--- config.mk ---
export PLATFORM = sky130hd
export DESIGN_NAME = iterative_alu
export DESIGN_NICKNAME = d
export VERILOG_FILES = /design/src/rtl/iterative_alu.sv
export SDC_FILE = /design/constraint.sdc
export NUM_CORES = 1
export LEC_CHECK = 0
export CAP_MARGIN = 5
export CORE_AREA = 3 3 168 170
export CTS_BUF_LIST = sky130_fd_sc_hd__clkbuf_8 sky130_fd_sc_hd__clkbuf_16
export CTS_CLUSTER_DIAMETER = 120
export DETAILED_ROUTE_END_ITERATION = 8
export DIE_AREA = 0 0 171 173
export GPL_TIMING_DRIVEN = 0
export MAX_ROUTING_LAYER = met4
export PLACE_DENSITY = 0.68
export SETUP_SLACK_MARGIN = 0.02
export SYNTH_ARGS = -nofsm -noshare
export SYNTH_HDL_FRONTEND = slang
export SYNTH_SLANG_ARGS = --single-unit
export TNS_END_PERCENT = 5
--- constraint.sdc ---
create_clock -name clk -period 7.6 [get_ports clk]
set_input_delay 1.52 -clock clk [delete_from_list [all_inputs] [get_ports clk]]
set_output_delay 1.52 -clock clk [all_outputs]
set_load 0.01 [all_outputs]
--- src/rtl/iterative_alu.sv ---
// Iterative signed ALU: add/sub in one pass, mul/div/mod one bit per cycle.
// start/busy/done handshake; result and error code are registered at completion.
module iterative_alu #(
  parameter int WIDTH = 16
) (
  input  logic                 clk,
  input  logic                 rst,
  input  logic                 start,
  input  logic [WIDTH-1:0]     input1,
  input  logic [WIDTH-1:0]     input2,
  input  logic [3:0]           op_code,
  output logic                 busy,
  output logic                 done,
  output logic [2*WIDTH-1:0]   output1,
  output logic [1:0]           err_code,
  output logic [1:0]           dbg_state_o
);
  localparam int CW = $clog2(WIDTH + 1);
  localparam int RW = 2 * WIDTH;

  localparam logic [3:0] OP_ADD = 4'd0;
  localparam logic [3:0] OP_SUB = 4'd1;
  localparam logic [3:0] OP_MUL = 4'd2;
  localparam logic [3:0] OP_DIV = 4'd3;
  localparam logic [3:0] OP_MOD = 4'd4;

  typedef enum logic [1:0] {IDLE = 2'd0, ITER = 2'd1, FINISH = 2'd2} state_t;

  // Handshake: a request is taken on a rising edge with start=1 and busy=0;
  // done pulses for one cycle when output1/err_code take their new values.
  state_t            state_q;
  logic [CW-1:0]     cnt_q;
  logic [3:0]        op_q;
  logic [WIDTH-1:0]  a_q, b_q;
  logic [RW-1:0]     acc_q, mcand_q;
  logic [WIDTH-1:0]  work_q;   // mul: multiplier shifting out; div: dividend out, quotient in
  logic [WIDTH-1:0]  rem_q;

  logic [WIDTH-1:0]  abs_in1, abs_in2, mag_b;
  logic [WIDTH:0]    r_shift;
  logic [WIDTH-1:0]  r_sub, rem_d;
  logic              q_bit;
  logic [WIDTH:0]    sum, diff;
  logic              signs_differ;
  logic [RW-1:0]     quo_ext, rem_ext, res_d;
  logic [1:0]        err_d;

  assign dbg_state_o = state_q;

  always_comb begin
    abs_in1 = input1[WIDTH-1] ? -input1 : input1;
    abs_in2 = input2[WIDTH-1] ? -input2 : input2;
    mag_b   = b_q[WIDTH-1] ? -b_q : b_q;
    // Restoring step: bring in the next dividend bit, subtract if it fits.
    r_shift = {rem_q, work_q[WIDTH-1]};
    r_sub   = r_shift[WIDTH-1:0] - mag_b;
    q_bit   = (r_shift >= {1'b0, mag_b});
    rem_d   = q_bit ? r_sub : r_shift[WIDTH-1:0];
  end

  always_comb begin
    sum          = {a_q[WIDTH-1], a_q} + {b_q[WIDTH-1], b_q};
    diff         = {a_q[WIDTH-1], a_q} - {b_q[WIDTH-1], b_q};
    signs_differ = a_q[WIDTH-1] ^ b_q[WIDTH-1];
    quo_ext      = {{WIDTH{1'b0}}, work_q};
    rem_ext      = {{WIDTH{1'b0}}, rem_q};
    res_d        = '0;
    err_d        = 2'b00;
    case (op_q)
      OP_ADD: begin
        res_d = {{(RW-WIDTH-1){sum[WIDTH]}}, sum};
        err_d = (sum[WIDTH] != sum[WIDTH-1]) ? 2'b01 : 2'b00;
      end
      OP_SUB: begin
        res_d = {{(RW-WIDTH-1){diff[WIDTH]}}, diff};
        err_d = (diff[WIDTH] != diff[WIDTH-1]) ? 2'b01 : 2'b00;
      end
      OP_MUL: res_d = signs_differ ? -acc_q : acc_q;
      OP_DIV: begin
        if (b_q == '0) begin
          err_d = 2'b10;
        end else begin
          res_d = signs_differ ? -quo_ext : quo_ext;
          // Only -2^(W-1) / -1 yields a positive quotient with the top bit set.
          err_d = (!signs_differ && work_q[WIDTH-1]) ? 2'b01 : 2'b00;
        end
      end
      OP_MOD: begin
        if (b_q == '0) err_d = 2'b10;
        else           res_d = a_q[WIDTH-1] ? -rem_ext : rem_ext;
      end
      default: err_d = 2'b11;
    endcase
  end

  always_ff @(posedge clk) begin
    if (rst) begin
      state_q  <= IDLE;
      cnt_q    <= '0;
      busy     <= 1'b0;
      done     <= 1'b0;
      output1  <= '0;
      err_code <= 2'b00;
      op_q     <= '0;
      a_q      <= '0;
      b_q      <= '0;
      acc_q    <= '0;
      mcand_q  <= '0;
      work_q   <= '0;
      rem_q    <= '0;
    end else begin
      done <= 1'b0;
      case (state_q)
        IDLE: begin
          if (start) begin
            op_q  <= op_code;
            a_q   <= input1;
            b_q   <= input2;
            cnt_q <= '0;
            busy  <= 1'b1;
            acc_q <= '0;
            rem_q <= '0;
            if (op_code == OP_MUL) begin
              mcand_q <= {{WIDTH{1'b0}}, abs_in1};
              work_q  <= abs_in2;
              state_q <= ITER;
            end else if ((op_code == OP_DIV || op_code == OP_MOD) && input2 != '0) begin
              work_q  <= abs_in1;
              state_q <= ITER;
            end else begin
              state_q <= FINISH;
            end
          end
        end
        ITER: begin
          if (op_q == OP_MUL) begin
            if (work_q[0]) acc_q <= acc_q + mcand_q;
            mcand_q <= mcand_q << 1;
            work_q  <= work_q >> 1;
          end else begin
            rem_q  <= rem_d;
            work_q <= {work_q[WIDTH-2:0], q_bit};
          end
          cnt_q <= cnt_q + CW'(1);
          if (cnt_q == CW'(WIDTH - 1)) state_q <= FINISH;
        end
        FINISH: begin
          output1  <= res_d;
          err_code <= err_d;
          done     <= 1'b1;
          busy     <= 1'b0;
          cnt_q    <= '0;
          state_q  <= IDLE;
        end
        default: state_q <= IDLE;
      endcase
    end
  end
endmodule

==> results.md, run 1 <==
* Status: complete, no violations
* Hold crit path type: reg -> reg
* Clk slew on worst S/H paths at 80 ps
* Reg power frac at 0.391
* Iteration-0 DRC Markers at about 1500
* Cell Pwr Density at approximately 170 mW/mm^2
* Post-Synthesis Cells at 1750
* DP Wirelength at roughly 36000 microns
* Worst reg2reg endpoint: rem_q[9]
* MaxCap Viol Count at 0
* Worst flop-to-flop path startpoint: b_q[2]
* Drt via density at slightly above 6
* Synth top area share at 0.263
* Post-synth EDFFs at 0
* Sequential fraction of the synthesis area at 0.263
* Slew Viols, Final at 0
* Die area at about 0.03 sq mm
* Syn avg cell area at between 7 and 8 sq um
* Clock skew at 11.8 ps
* CTS tree: done
* Most frequent cell after synthesis: nand2_1
* Post-layout util at 0.560
* Final Hold Fails at 0
* CTS max path bufs at 2
* Detailed Routing Iterations Pass 1 at 5
* Slew @ Worst Pin at between 1000 and 1500 ps
* # port buffers at 75
* Setup crit start: b_q[2]
* Final Setup Violations at 0
* Post-synth top flop: dfxtp_1
* Logic pwr share at 0.263
* Worst slack, placed at about 3200 ps
* Synth Cell Area at between 0.01 and 0.015 sq mm
* Fmax at approximately 240 MHz
* Diode count at 0
* Dominant cells by area after synthesis: dfxtp_1 26%, ha_1 8.4%, nand2_1 6.0%
* Total congestion overflow at 0
* Clock sink count at about 180
* Synth cell types at 89
* Initial antenna violation count at 0
* Register area at ~0.0035 sq mm
* Hold Crit Depth at 2
* Number of synthesized register bits at 175
* Crit. End Element: flop
* GRT Total Usage at 0.307
* Clk Latency, worst-skew pair at between 400 and 500 ps
* Multi-input logic area at about 0.0092 sq mm
* Clock power frac at 0.346
* Cell-internal power at between 1.5 and 2 mW
* Die H at between 150 and 200 microns
* FILL cells at 2627
* Post-layout nets at 1976
* Crit path DAT at approximately 4600 ps
* WL per Instance at roughly 21 microns
* Root Buffer: clkbuf_16
* Global-route wire length before repair at between 60000 and 70000 microns
* FF-to-FF path depth at 18
* Core region area at 0.0269 sq mm
* DRC at 0
* Layout cells sized above 1 at 0.0398
* Synth warn at 0
* Detailed-route wire length at 45500 microns
* Area leader, netlist: dfxtp_1
* # rows at 60
* Hold Startpoint: output1[6]
* Sw power at roughly 0.87 mW
* RD Place Congestion at between 0.9 and 1
* Kind of critical path: reg -> reg
* Setup Fix Bufs, Post-CTS at 0
* Period utilization at 0.560
* Chip Width at roughly 170 microns
* Power Total at 2.53 mW
* Minimum clock period at 4250 ps
* Largest net degree at the start of global routing at 17
* CTS Buf Count at 17
* Slew margin rel. at 0.225
* Startpoint types: flop
* CP required at just under 8000 ps
* Mapped Nets at 1882
* H-tree depth at 4
* Setup ws final at roughly 3300 ps
* Leakage Power at 5.91 nW
* Routed Antenna Nets at 0
* Worst setup endpoint: rem_q[9]
* Post-synth ARST share at 0
* Finished Layout Cells at between 2000 and 2500
* DR vias at about 14000
* Area Overhead vs Synth at 13.1%
* Setup TNS at 0 ps
* Placed Cells at 2166
* CTS resizes at 0
* Hold buffers post-CTS at 0
* Worst R2R Setup Slack at about 3300 ps
* Worst VDD drop at roughly 0.16 mV
* Number of I/O pins at between 70 and 80
* RSZ-0062 raised after global routing: false
* Initial Util at 0.496
* Switch share at 0.344
* Vias in the first global route at ~12000
* CP max FO at 10
* Top cells by count, synth: 212 x nand2_1, 187 x nor2_1, 175 x dfxtp_1
-- cell usage in the layout (no fill, tap or decap), types with 26 or more instances in the layout --
cell             Yosys  routed
nor2_1             187     187
nand2_1            212     212
dfxtp_1            175     175
a21oi_1            136     136
ha_1                89      89
inv_1               61      62
a22oi_1             50      50
xor2_1              56      56
nand3_1             39      39
o21ai_0             70      70
clkbuf_1            82      82
xnor2_1             85      85
a21o_1              32      32
nor3_1              40      40
clkdlybuf4s50_1      0      75
a211oi_1            45      45
mux2i_1             26      26
-- power by group through the flow --
stage | registers, mW | logic [mW] | clock network (mW)
after global routing | 0.990 | 0.722 | 0.905
final | 0.987 | 0.665 | 0.875
after global placement | 1.01 | 0.648 | 0
after floorplan | 0.996 | 0.446 | 0
after CTS | 0.985 | 0.654 | 0.877
after detailed placement | 1.01 | 0.651 | 0
-- cell families after synthesis --
family,after synthesis,share of synthesized area
AO/OA/AOI/OAI,547,0.276
flip-flops,175,0.263
AND/OR/NAND/NOR,600,0.209
buffers and inverters,167,0.0495
multiplexers,27,0.0204
adder cells (fa/ha/maj),93,0.0896
XOR/XNOR,141,0.0927
-- final cells by class --
type / count / share of cell area
buffer: 104 / 0.0281
tap: 341 / 0.0283
inverter: 63 / 0.0157
clock inverter: 15 / 0.00906
sequential: 175 / 0.233
clock buffer: 17 / 0.0283
timing repair buffer: 75 / 0.0499
multi-input combinational: 1408 / 0.608
-- per-stage QoR --
stage	hold slack, ps	area [sq um]
finish	458	15100
floorplan	453	13300
global route	483	15100
detailed placement	445	14500
CTS	466	15100
global placement	446	14500
-- registers in the layout (all words and copies together) (netlist names), 2 cells and up --
name and flops:
op_q 4, dbg_state_o 2, output1 32, mcand_q 32, a_q 16, b_q 16
cnt_q 5, acc_q 32, work_q 16, err_code 2, rem_q 16
-- layer usage --
| metal | up-vias | routed length, microns | track usage |
|---|---|---|---|
| met2 | 583 | 19700 | 0.451 |
| li1 | 6533 | - | - |
| met4 | 0 | 1160 | 0.0892 |
| met1 | 6481 | 21300 | 0.434 |
| met3 | 55 | 3350 | 0.0480 |
| met5 | - | 0 | - |
-- how the worst min path moves through the flow --
stage	endpoint	slack (ps)
after floorplan	b_q[11]	450
after detailed placement	output1[6]	450
after CTS	output1[6]	470
after global placement	output1[6]	450
final	output1[6]	460
after global routing	busy	480
-- worst max-delay path, cell delays in order (launching register included) --
cell and delay (ps):
dfxtp_1 320, clkbuf_1 190, nor4_1 520, nand3_1 210, nor2_1 170, nand2_1 100
o21ai_0 230, xnor2_1 220, ha_1 360, a21o_1 220, a21oi_1 140, o21bai_1 90
a21o_1 190, a22o_1 200, o31a_1 240, buf_2 200, buf_2 270, mux2i_1 190
o21ai_1 70
(Power assumes the default switching activity.)
==> inputs of run 2 (changes only) <==
Settings changed: PLACE_DENSITY 0.68 to 0.7.
Clock period 7.6 ns to 3.5 ns, I/O delays scaled along.
==> run 2 against run 1 <==
Sequential share of layout area shrank 0.47 points. Clock-buffer cell count grew 1. Combinational power grew 130%. Largest cell class unchanged. Critical endpoint is now rem_q[12]. Register-to-register slack lost 3300 ps. Highest routed layer unchanged. Total power grew 130%.
==> results.md, run 2 (synthesis gave the netlist of run 1 again) <==
* FF-to-FF path depth at 14
* Switch share at 0.359
* Clk slew on worst S/H paths at roughly 80 ps
* CP Depth at 14
* Hold Startpoint: output1[6]
* Iteration-0 DRC Markers at between 1500 and 2000
* Startpoint types: flop
* Logic pwr share at 0.271
* Reg power frac at 0.375
* # port buffers at 75
* Minimum clock period at roughly 3400 ps
* H-tree depth at 4
* DP Wirelength at approximately 36000 microns
* Final Setup Violations at 0
* DRC at 0
* Area Overhead vs Synth at 15.9%
* Period utilization at 0.977
* Vias in the first global route at around 13000
* Number of I/O pins at slightly below 80
* Kind of critical path: reg -> reg
* Hold Crit Depth at 2
* GRT Total Usage at 0.311
* # rows at 60
* Grt met3 use at 0.0393
* Worst path most repeated cell: nand3_2
* Hold crit path type: reg -> reg
* Clock skew at roughly 17 ps
* Crit path DAT at 3750 ps
* Initial Util at 0.496
* Worst flop-to-flop path startpoint: b_q[3]
* Clock sink count at 175
* Post-layout util at 0.575
* WL per Instance at around 21 microns
* Initial antenna violation count at 0
* Die H at 173 microns
* Clock power frac at 0.354
* Routed Antenna Nets at 0
* Met1 Use GR at 0.446
* Cell family with most CP delay: simple AND/OR/NAND/NOR gates
* Cell-internal power at 3.68 mW
* Largest net degree at the start of global routing at 21
* Top Registers: acc_q (32), mcand_q (32), output1 (32)
* CP cell instances: nor4_4 -> nand3_2 -> nor2_4 -> nand3_2 -> o31ai_1 -> xnor2_1 -> ha_1 -> and4_1 -> a22o_1 -> o31a_1 -> buf_6 -> buf_12 -> mux2i_1 -> o21ai_1
* RSZ-0062 raised after global routing: true
* Max stage delay on crit path at around 380 ps
* Crit. End Element: flop
* Setup TNS at 0 ps
* FILL cells at between 2000 and 3000
* Worst R2R Setup Slack at a little under 80 ps
* CTS max path bufs at 2
* Slew margin rel. at 0.206
* Drt via density at about 6.3
* Hold endpoint: output1[6]
* RD Place Congestion at between 0.9 and 1
* Cell Pwr Density at between 300 and 400 mW/mm^2
* Total congestion overflow at 0
* Global-route wire length before repair at 71100 microns
* Core region area at roughly 0.027 sq mm
* Status: complete, no violations
* Commonest non-fill, non-tap cell in the layout: nand2_1
* Clk Latency, worst-skew pair at approximately 450 ps
* Layout cells sized above 1 at 0.0667
* Fmax at approximately 290 MHz
* Post-layout nets at roughly 2000
* Worst VDD drop at between 0.2 and 0.3 mV
* Diode count at 0
* Most frequent cells in the layout: 211 x nand2_1, 186 x nor2_1, 167 x dfxtp_1
* Busiest grt layer: met2
* DR vias at roughly 14000
* CTS tree: done
* Crit-path slowest cell: dfxtp_4
* Grt met2 use at 0.464
* Worst reg2reg endpoint: rem_q[12]
* CP max FO at 10
* Chip Width at around 170 microns
* Leakage Power at between 6 and 7 nW
* Detailed Routing Iterations Pass 1 at 5
* Slew @ Worst Pin at 1180 ps
* Slew Viols, Final at 0
* Final Hold Fails at 0
* Detailed-route wire length at 46300 microns
* Sw power at between 2 and 2.5 mW
* CP required at between 3000 and 4000 ps
* CTS Buf Count at 17
* Buf/Inv on CP at 2
* MaxCap Viol Count at 0
* Die area at between 0.02 and 0.03 sq mm
* Root Buffer: clkbuf_16
## run 2: metal layers
metal / up-vias / wire length [microns]
li1: 6594 / -
met5: - / 0
met1: 6581 / 21400
met2: 611 / 20500
met3: 64 / 3360
met4: 0 / 1090
## run 2: power groups by stage
stage	clock network (mW)	registers (mW)	logic [mW]
after floorplan	0	2.16	0.968
after global placement	0	2.18	1.40
after detailed placement	0	2.19	1.42
after CTS	2.04	2.14	1.47
after global routing	2.12	2.16	1.67
final	2.03	2.15	1.56
## run 2: worst reg2reg max path: stages (launching register included)
cell and delay [ps]:
dfxtp_4 380, nor4_4 310, nand3_2 160, nor2_4 130
nand3_2 140, o31ai_1 300, xnor2_1 260, ha_1 370
and4_1 220, a22o_1 240, o31a_1 260, buf_6 150
buf_12 150, mux2i_1 170, o21ai_1 70
## run 2: stage by stage
| step | instance area [sq um] | std cells | hold WS, ps | power (mW) | worst slack [ps] |
|---|---|---|---|---|---|
| after CTS | 15300 | 2203 | 467 | 5.65 | 21.4 |
| after global placement | 14500 | 2166 | 445 | 3.59 | -463 |
| after floorplan | 13300 | 1750 | 453 | 3.13 | 36.1 |
| after detailed placement | 14500 | 2166 | 447 | 3.60 | -671 |
| final | 15400 | 2215 | 461 | 5.73 | 79.2 |
| after global routing | 15400 | 2215 | 496 | 5.95 | -84.8 |
## run 2: worst max-delay path by stage
stage,startpoint,endpoint
6_report,b_q[3],rem_q[12]
5_1_grt,b_q[0],rem_q[12]
4_1_cts,b_q[0],rem_q[12]
3_5_place_dp,b_q[2],rem_q[11]
3_3_place_gp,b_q[2],rem_q[12]
2_1_floorplan,b_q[2],rem_q[10]
## run 2: area by class of cell
| cell class | instances | area (sq um) | share of cell area |
|---|---|---|---|
| well taps | 341 | 427 | 0.0276 |
| flip-flops and latches | 175 | 3520 | 0.228 |
| repair buffers | 93 | 886 | 0.0574 |
| clock inverters | 14 | 179 | 0.0116 |
| inverters | 63 | 239 | 0.0155 |
| clock buffers | 18 | 439 | 0.0284 |
| multi-input cells | 1408 | 9310 | 0.603 |
| plain buffers | 103 | 444 | 0.0288 |
## run 2: repair_timing
item,in CTS,in global routing
endpoints found under the setup margin,17,27
pin swaps,9,22
hold buffers,0,0
setup buffers,6,12
resized for setup,28,23
